===== src/rtl/vga_sdram_write_engine.sv =====
// Display write engine: turns 32-bit display write commands into 16-bit SDRAM
// write transfers, including a hardware fill loop that clears the framebuffer.
module vga_sdram_write_engine #(
  parameter logic [31:0] P_FB_BASE    = 32'h0000_0000,
  parameter int          P_H          = 640,
  parameter int          P_V          = 480,
  parameter logic [31:0] P_PIX_OFFSET = 32'h40
) (
  input  logic        iCLOCK,
  input  logic        iRESET,
  input  logic        iWR_REQ,
  output logic        oWR_BUSY,
  input  logic [31:0] iWR_ADDR,
  input  logic [31:0] iWR_DATA,
  output logic        oMEM_VALID,
  output logic [1:0]  oMEM_BYTEENA,
  output logic        oMEM_RW,
  output logic [31:0] oMEM_ADDR,
  output logic [15:0] oMEM_DATA,
  input  logic        iMEM_BUSY,
  output logic        oCLEAR_ACTIVE
);

  localparam logic [31:0] LP_PIXELS = 32'(P_H * P_V);
  localparam logic [18:0] LP_LAST   = 19'(P_H * P_V - 1);

  typedef enum logic [1:0] {
    S_IDLE  = 2'd0,
    S_PIXEL = 2'd1,
    S_CLEAR = 2'd2
  } state_t;

  state_t      r_state;
  state_t      w_nextState;
  logic [18:0] r_count;
  logic [11:0] r_colour;

  logic        w_accept;
  logic        w_isClear;
  logic        w_isPixel;
  logic [31:0] w_offset;
  logic        w_valid;
  logic        w_unusedData;

  assign w_unusedData = &{1'b0, iWR_DATA[31:12]};

  assign w_accept  = iWR_REQ && (r_state == S_IDLE);
  assign w_offset  = iWR_ADDR - P_PIX_OFFSET;
  assign w_isClear = (iWR_ADDR == 32'd0);
  // The subtraction-based bound check cannot overflow for addresses near 2^32.
  assign w_isPixel = (iWR_ADDR >= P_PIX_OFFSET) && (w_offset < LP_PIXELS);
  assign w_valid   = (r_state != S_IDLE);

  always_ff @(posedge iCLOCK or posedge iRESET) begin
    if (iRESET) begin
      r_state <= S_IDLE;
    end else begin
      r_state <= w_nextState;
    end
  end

  always_comb begin
    w_nextState = r_state;
    case (r_state)
      S_IDLE: begin
        if (w_accept && w_isClear) begin
          w_nextState = S_CLEAR;
        end else if (w_accept && w_isPixel) begin
          w_nextState = S_PIXEL;
        end
      end
      S_PIXEL: begin
        if (!iMEM_BUSY) begin
          w_nextState = S_IDLE;
        end
      end
      S_CLEAR: begin
        if (!iMEM_BUSY && (r_count == LP_LAST)) begin
          w_nextState = S_IDLE;
        end
      end
      default: w_nextState = S_IDLE;
    endcase
  end

  // r_count holds the pixel index for a single write and the fill position during a clear.
  always_ff @(posedge iCLOCK or posedge iRESET) begin
    if (iRESET) begin
      r_count  <= 19'd0;
      r_colour <= 12'd0;
    end else if (w_accept) begin
      r_colour <= iWR_DATA[11:0];
      r_count  <= w_isPixel ? w_offset[18:0] : 19'd0;
    end else if ((r_state == S_CLEAR) && !iMEM_BUSY && (r_count != LP_LAST)) begin
      r_count <= r_count + 19'd1;
    end
  end

  assign oWR_BUSY      = w_valid;
  assign oMEM_VALID    = w_valid;
  assign oMEM_BYTEENA  = w_valid ? 2'b11 : 2'b00;
  assign oMEM_RW       = w_valid;
  assign oMEM_ADDR     = w_valid ? (P_FB_BASE + {13'd0, r_count}) : 32'd0;
  assign oMEM_DATA     = w_valid ? {4'h0, r_colour} : 16'd0;
  assign oCLEAR_ACTIVE = (r_state == S_CLEAR);

endmodule


===== config.mk =====
export PLATFORM = sky130hd
export DESIGN_NAME = vga_sdram_write_engine
export DESIGN_NICKNAME = d
export VERILOG_FILES = /design/src/rtl/vga_sdram_write_engine.sv
export SDC_FILE = /design/constraint.sdc
export NUM_CORES = 1
export LEC_CHECK = 0
export BUFFER_PORTS_ARGS = -buffer_cell sky130_fd_sc_hd__buf_2
export CAP_MARGIN = 10
export CORE_ASPECT_RATIO = 0.75
export CORE_MARGIN = 2
export CORE_UTILIZATION = 43
export CTS_CLUSTER_SIZE = 8
export DETAILED_ROUTE_END_ITERATION = 7
export GPL_TIMING_DRIVEN = 0
export MAX_ROUTING_LAYER = met4
export PLACE_DENSITY_LB_ADDON = 0.12
export SLEW_MARGIN = 15
export SYNTH_ARGS = -nofsm -noshare
export SYNTH_HDL_FRONTEND = slang
export SYNTH_SLANG_ARGS = --single-unit

===== constraint.sdc =====
create_clock -name iCLOCK -period 2.4 [get_ports iCLOCK]
set_input_delay 0.24 -clock iCLOCK [delete_from_list [all_inputs] [get_ports iCLOCK]]
set_output_delay 0.24 -clock iCLOCK [all_outputs]
set_load 0.02 [all_outputs]

==> flow_summary.json, run 1 <==
{
  "cap_violations": 0,
  "hold_viol": 0,
  "final_core_util_pct": 60.5,
  "synth_edf_count": 0,
  "route.detailed.drc": 0,
  "start_kind": "primary input",
  "yosysMostFrequentCell": "nand2_1",
  "grt_max_degree": 34,
  "fin_crit_sh_pct": 104,
  "synth.distinct_cells": 50,
  "critPathKind": "primary input to flip-flop",
  "worstReg2RegEnd": "r_count[11]",
  "async_reset_ff_share_pct": 100,
  "numClockSinks": 33,
  "antenna_cells": 0,
  "worstMarginPinSlew_ns": 0.716,
  "overflow": 0,
  "viasPerCell": 5.42,
  "ant_nets": 0,
  "fin_skew_ns": 0.00651,
  "rows": 25,
  "power_density_nw_per_um2": 398,
  "netlist_instances": 351,
  "grt_antenna_before_repair": 0,
  "tns_ns": -0.537,
  "drt-total-wl_um": 8570,
  "yosys-top-cells-count": "nand2_1, dfrtp_1, nor2b_1, nor2_1, buf_4",
  "area_growth_pct": 37.7,
  "die_w_um": 96.1,
  "synth_warnings": 0,
  "wl_per_cell_um": 15.6,
  "finalPower_w": 0.00150,
  "vias": 2978,
  "cts-root-buf": "clkbuf_8",
  "rr_worst_depth": 8,
  "cp-end-kind": "flip-flop",
  "clk_path_buf_depth": 2,
  "drv_slew": 0,
  "die_h_um": 73.1,
  "finalWeightedCongestion": 0.918,
  "synthTopCellsByArea": "dfrtp_1, nor2b_1, nand2_1",
  "rr_startpoint": "r_count[14]",
  "fin_nets": 538,
  "violations": "setup timing",
  "rrSetupSlack_ns": 0.08,
  "grt_pass1_wl_um": 13200,
  "syn-cell-area_um2": 2730,
  "clock_latency_ns": 0.29,
  "rsz0062_at_grt": "yes",
  "io_buffers": 82,
  "ys_seq_elements": 33,
  "grt_pass1_vias": 2627,
  "start_util_pct": 43.9,
  "slew_headroom_pct": 51.6,
  "hold_ws_ns": 0.0612,
  "peakVddDrop_mv": 0.254,
  "first_pass_iters": 5,
  "core_area_um2": 6220,
  "clk_pin_slew_worst_paths_ns": 0.08,
  "fin_cells": 549,
  "arrival_ns": 2.67,
  "period_minus_slack_ns": 2.49,
  "layout-drive-gt1-share_pct": 36.1,
  "synth_top_area_share_pct": 30.2,
  "grtUsageTotal_pct": 25.2,
  "synthFlopType": "dfrtp_1",
  "status": "finished, violations left",
  "syn_area_per_cell_um2": 7.79,
  "setup_viol": 10,
  "die_area_um2": 7020,
  "max_freq_ghz": 0.402,
  "cts-buffers-inserted": 5,
  "min_path_type": "primary input to async pin",
  "p_leak_nw": 1.71,
  "worstPathMaxFanout": 6,
  "io_pins": 122,
  "place_inst": 530,
  "dp_hpwl_um": 6000,
  "h-tree-depth": 2,
  "layout_setup_ws_ns": -0.0889,
  "cp.required_ns": 2.58,
  "drtIter0Drc": 205,
  "cts_tree": "built",
  "synth.largest_area_cell": "dfrtp_1",
  "yosysSeqAreaShare_pct": 30.2
}
==> metal layers <==
metal / share of wire (%) / vias to the layer above / wire length (um) / GRT usage [%]
li1: - / 1447 / - / -
met1: 46 / 1398 / 3980 / 36.7
met2: 45 / 126 / 3820 / 36.3
met3: 8.2 / 7 / 703 / 5.37
met4: 0.78 / 0 / 67 / 4.76
met5: 0 / - / 0 / -
==> registers in the layout, summed over array words and instances (netlist names) <==
| register | count |
|---|---|
| r_colour | 12 |
| r_state | 2 |
| r_count | 19 |
==> power by group <==
part / internal, W / switching, W
clock network: 0.000413 / 0.000225
registers: 0.000576 / 0.0000118
logic: 0.000113 / 0.000159
total: 0.00110 / 0.000396
==> metrics by stage <==
| stage | setup slack, ns | cell area [um2] |
|---|---|---|
| after floorplan | -0.178 | 2800 |
| after global placement | -0.694 | 3310 |
| after detailed placement | -0.700 | 3310 |
| after CTS | -0.0656 | 3660 |
| after global routing | -0.141 | 3760 |
| final | -0.0889 | 3760 |
==> how the worst max path moves through the flow <==
stage                 start          end  slack [ns]  depth (start not counted)
4_1_cts        iWR_ADDR[16]   r_count[3]       -0.07                          9
6_report       iWR_ADDR[16]   r_count[3]       -0.09                          9
3_5_place_dp     r_count[6]  r_count[11]       -0.70                          9
3_3_place_gp     r_count[6]  r_count[11]       -0.69                          9
2_1_floorplan  iWR_ADDR[17]   r_count[3]       -0.18                          8
5_1_grt        iWR_ADDR[16]   r_count[3]       -0.14                          9
==> layout make-up <==
type	count	area [um2]
buffer	36	241
clock buffer	5	68.8
clock inverter	3	65.1
fill	598	2460
inverter	9	33.8
multi-input combinational	288	1900
sequential	33	826
tap	81	101
timing repair buffer	94	528
==> layout by cell type (no fill, tap or decap), types with 3 or more instances in the layout <==
cell      netlist  routed
a21oi_2         0       3
buf_2           1      80
or2_2           3       3
nor2b_1        32      32
dfrtp_1        33      33
nand2_1        46      45
buf_6           1       7
a21oi_1        14      11
or4_1           7       3
o21ai_0        14       9
and3_1          5       5
a31oi_1         8       7
nand4_1         6       6
nor4b_1         3       3
nor2_1         22      21
conb_1          1      17
nor4_1         10       7
or3_1           8       8
inv_1           9       7
clkbuf_1       15      10
nor3_1         10       9
xor2_1          8       8
or4_4           2       6
buf_4          21      30
clkbuf_8        0       5
o22ai_2         0       3
xnor2_1        13      12
o22ai_1         9       6
nand3b_1        4       4
and4_1          3       3
o21ai_1         0       4
nand3_2         0       3
nand3_1        11       8
==> worst max-delay path, cell delays in order <==
cell and delay, ns:
buf_8 0.10, or4_4 0.51, or4_4 0.57, or4b_1 0.49, and4_1 0.20, and4bb_4 0.23, buf_6 0.14, a31oi_2 0.13
nor2_1 0.07
==> kinds of logic after synthesis <==
| family | count (synthesis) | synth area share, % |
|---|---|---|
| flops | 33 | 30.2 |
| other cells | 1 | 0.137 |
| compound gates | 61 | 14.0 |
| buf+inv | 47 | 9.66 |
| simple gates | 185 | 37.9 |
| fa+ha+maj | 3 | 1.37 |
| xor+xnor | 21 | 6.73 |
==> what timing repair did <==
| action | in CTS | in global routing |
|---|---|---|
| gates resized for setup | 34 | 19 |
| endpoints found under the hold margin | 0 | 0 |
| gates cloned | 3 | 0 |
| pin swaps | 10 | 9 |
| setup endpoints to repair | 20 | 20 |
| setup buffers | 8 | 2 |
| hold buffers | 0 | 0 |
(Power assumes the default switching activity.)
==> inputs of run 2 (changes only) <==
- BUFFER_PORTS_ARGS: -buffer_cell sky130_fd_sc_hd__buf_2 -> -buffer_cell sky130_fd_sc_hd__buf_4
- CELL_PAD_IN_SITES_DETAIL_PLACEMENT: unset -> 0
- CELL_PAD_IN_SITES_GLOBAL_PLACEMENT: unset -> 1
- CORE_UTILIZATION: 43 -> 30
==> run 2 against run 1 <==
The run still ends with setup timing left; power rose by 4.4%; sequential cell count did not move; final area rose by 7.7%; cell count rose by 5.5%; sequential power barely moved; clock-buffer cell count rose by 2; largest power group unchanged; highest routed layer unchanged.
==> flow_summary.json, run 2 (same netlist as run 1, synthesis figures left out) <==
{
  "status": "finished, violations left",
  "violations": "setup timing",
  "worstMarginPinSlew_ns": 0.745,
  "fin_cells": 579,
  "layout_setup_ws_ns": -0.124,
  "min_path_type": "primary input to async pin",
  "critPathKind": "primary input to flip-flop",
  "clock_latency_ns": 0.28,
  "overflow": 0,
  "hold_viol": 0,
  "cap_violations": 0,
  "first_pass_iters": 5,
  "max_freq_ghz": 0.396,
  "drtIter0Drc": 152,
  "rrSetupSlack_ns": 0.07,
  "die_h_um": 86.7,
  "arrival_ns": 2.67,
  "layout_commonest_cell": "buf_4",
  "setup_viol": 10,
  "cp-end-kind": "flip-flop",
  "grt_antenna_before_repair": 0,
  "io_pins": 122,
  "worstReg2RegEnd": "r_count[11]",
  "layout_common_cells": "buf_4, nand2_1, dfrtp_1",
  "worstPathMaxFanout": 6,
  "rsz0062_at_grt": "yes",
  "die_w_um": 114,
  "design_area_um2": 4060,
  "hold_buffers": 0,
  "clk_pin_slew_worst_paths_ns": 0.06,
  "dp_hpwl_um": 6580,
  "top_register": "r_count",
  "ant_nets": 0,
  "peakVddDrop_mv": 0.218,
  "largest_reg_flops": 19,
  "fin_nets": 537,
  "cts-root-buf": "clkbuf_16",
  "tns_ns": -0.492,
  "grt_max_degree": 34,
  "wl_per_cell_um": 15.5,
  "vias": 2994,
  "slew_headroom_pct": 50.2,
  "place_inst": 561,
  "area_growth_pct": 48.3,
  "fin_crit_sh_pct": 105,
  "period_minus_slack_ns": 2.52,
  "rows": 30,
  "die_area_um2": 9900,
  "fin_skew_ns": 0.00333,
  "cts_tree": "built",
  "drt-total-wl_um": 8960,
  "core_area_um2": 8930,
  "io_buffers": 82,
  "start_kind": "primary input",
  "drv_slew": 0,
  "cp.required_ns": 2.55,
  "finalWeightedCongestion": 0.864,
  "rr_startpoint": "r_count[14]",
  "route.detailed.drc": 0,
  "antenna_cells": 0,
  "cts-buffers-inserted": 5,
  "post_dp_cell_area_um2": 3560,
  "reg_top3": "r_count: 19 flops, r_colour: 12 flops, r_state: 2 flops",
  "grt_pass1_vias": 2851,
  "rr_worst_depth": 8,
  "layout-drive-gt1-share_pct": 36.8,
  "power_density_nw_per_um2": 386,
  "clk_path_buf_depth": 2,
  "grt_pass1_wl_um": 14300,
  "viasPerCell": 5.17,
  "grtUsageTotal_pct": 19.0,
  "start_util_pct": 30.6,
  "p_leak_nw": 1.78,
  "h-tree-depth": 2,
  "numClockSinks": 33
}
==> run 2: worst max path at each step <==
stage | startpoint | end
2_1_floorplan | iWR_ADDR[17] | r_count[3]
3_3_place_gp | r_count[6] | r_count[11]
3_5_place_dp | r_count[6] | r_count[11]
4_1_cts | iWR_ADDR[26] | r_count[3]
5_1_grt | iWR_ADDR[20] | r_count[6]
6_report | iWR_ADDR[26] | r_count[16]
==> run 2: layout make-up <==
class,instances,area [um2]
Fill cell,933,4880
Buffer,36,239
Sequential cell,33,826
Timing Repair Buffer,93,728
Clock inverter,1,5.00
Tap cell,112,140
Multi-Input combinational cell,288,1930
Inverter,9,33.8
Clock buffer,7,153
==> run 2: worst max-delay path: stages <==
cell and delay [ns]:
buf_6 0.09, or4_4 0.51, or4_4 0.56, or4b_1 0.49, and4_1 0.16, and4bb_4 0.22
buf_6 0.14, buf_4 0.13, nand3_2 0.06, o21ai_1 0.06
==> run 2: per-stage QoR <==
step / utilization, % / hold slack (ns) / total power (W) / worst slack, ns
2_1_floorplan: - / 0.345 / 0.000747 / -0.178
3_3_place_gp: 39.8 / 0.430 / 0.000856 / -0.759
3_5_place_dp: 39.8 / 0.419 / 0.000858 / -0.751
4_1_cts: 43.2 / 0.118 / 0.00155 / -0.170
5_1_grt: 45.4 / 0.157 / 0.00163 / -0.157
6_report: 45.4 / 0.0979 / 0.00156 / -0.124
==> run 2: what timing repair did <==
item | CTS | global route
resized for setup | 21 | 38
buffers inserted | 6 | 3
gates cloned | 2 | 1
pin swaps | 10 | 20
endpoints found under the setup margin | 20 | 24
==> run 2: per-layer routing <==
metal / wire length, um / global-route usage [%] / part of all wire (%)
met5: 0 / - / 0
met4: 121 / 4.99 / 1.4
met3: 473 / 3.01 / 5.3
met2: 3940 / 28.2 / 44
met1: 4430 / 27.1 / 49
==> run 2: where the power goes <==
group | internal (W) | switching [W] | total (W)
clock | 0.000439 | 0.000240 | 0.000679
sequential | 0.000578 | 0.0000116 | 0.000589
combinational | 0.000136 | 0.000161 | 0.000296
total | 0.00115 | 0.000412 | 0.00156
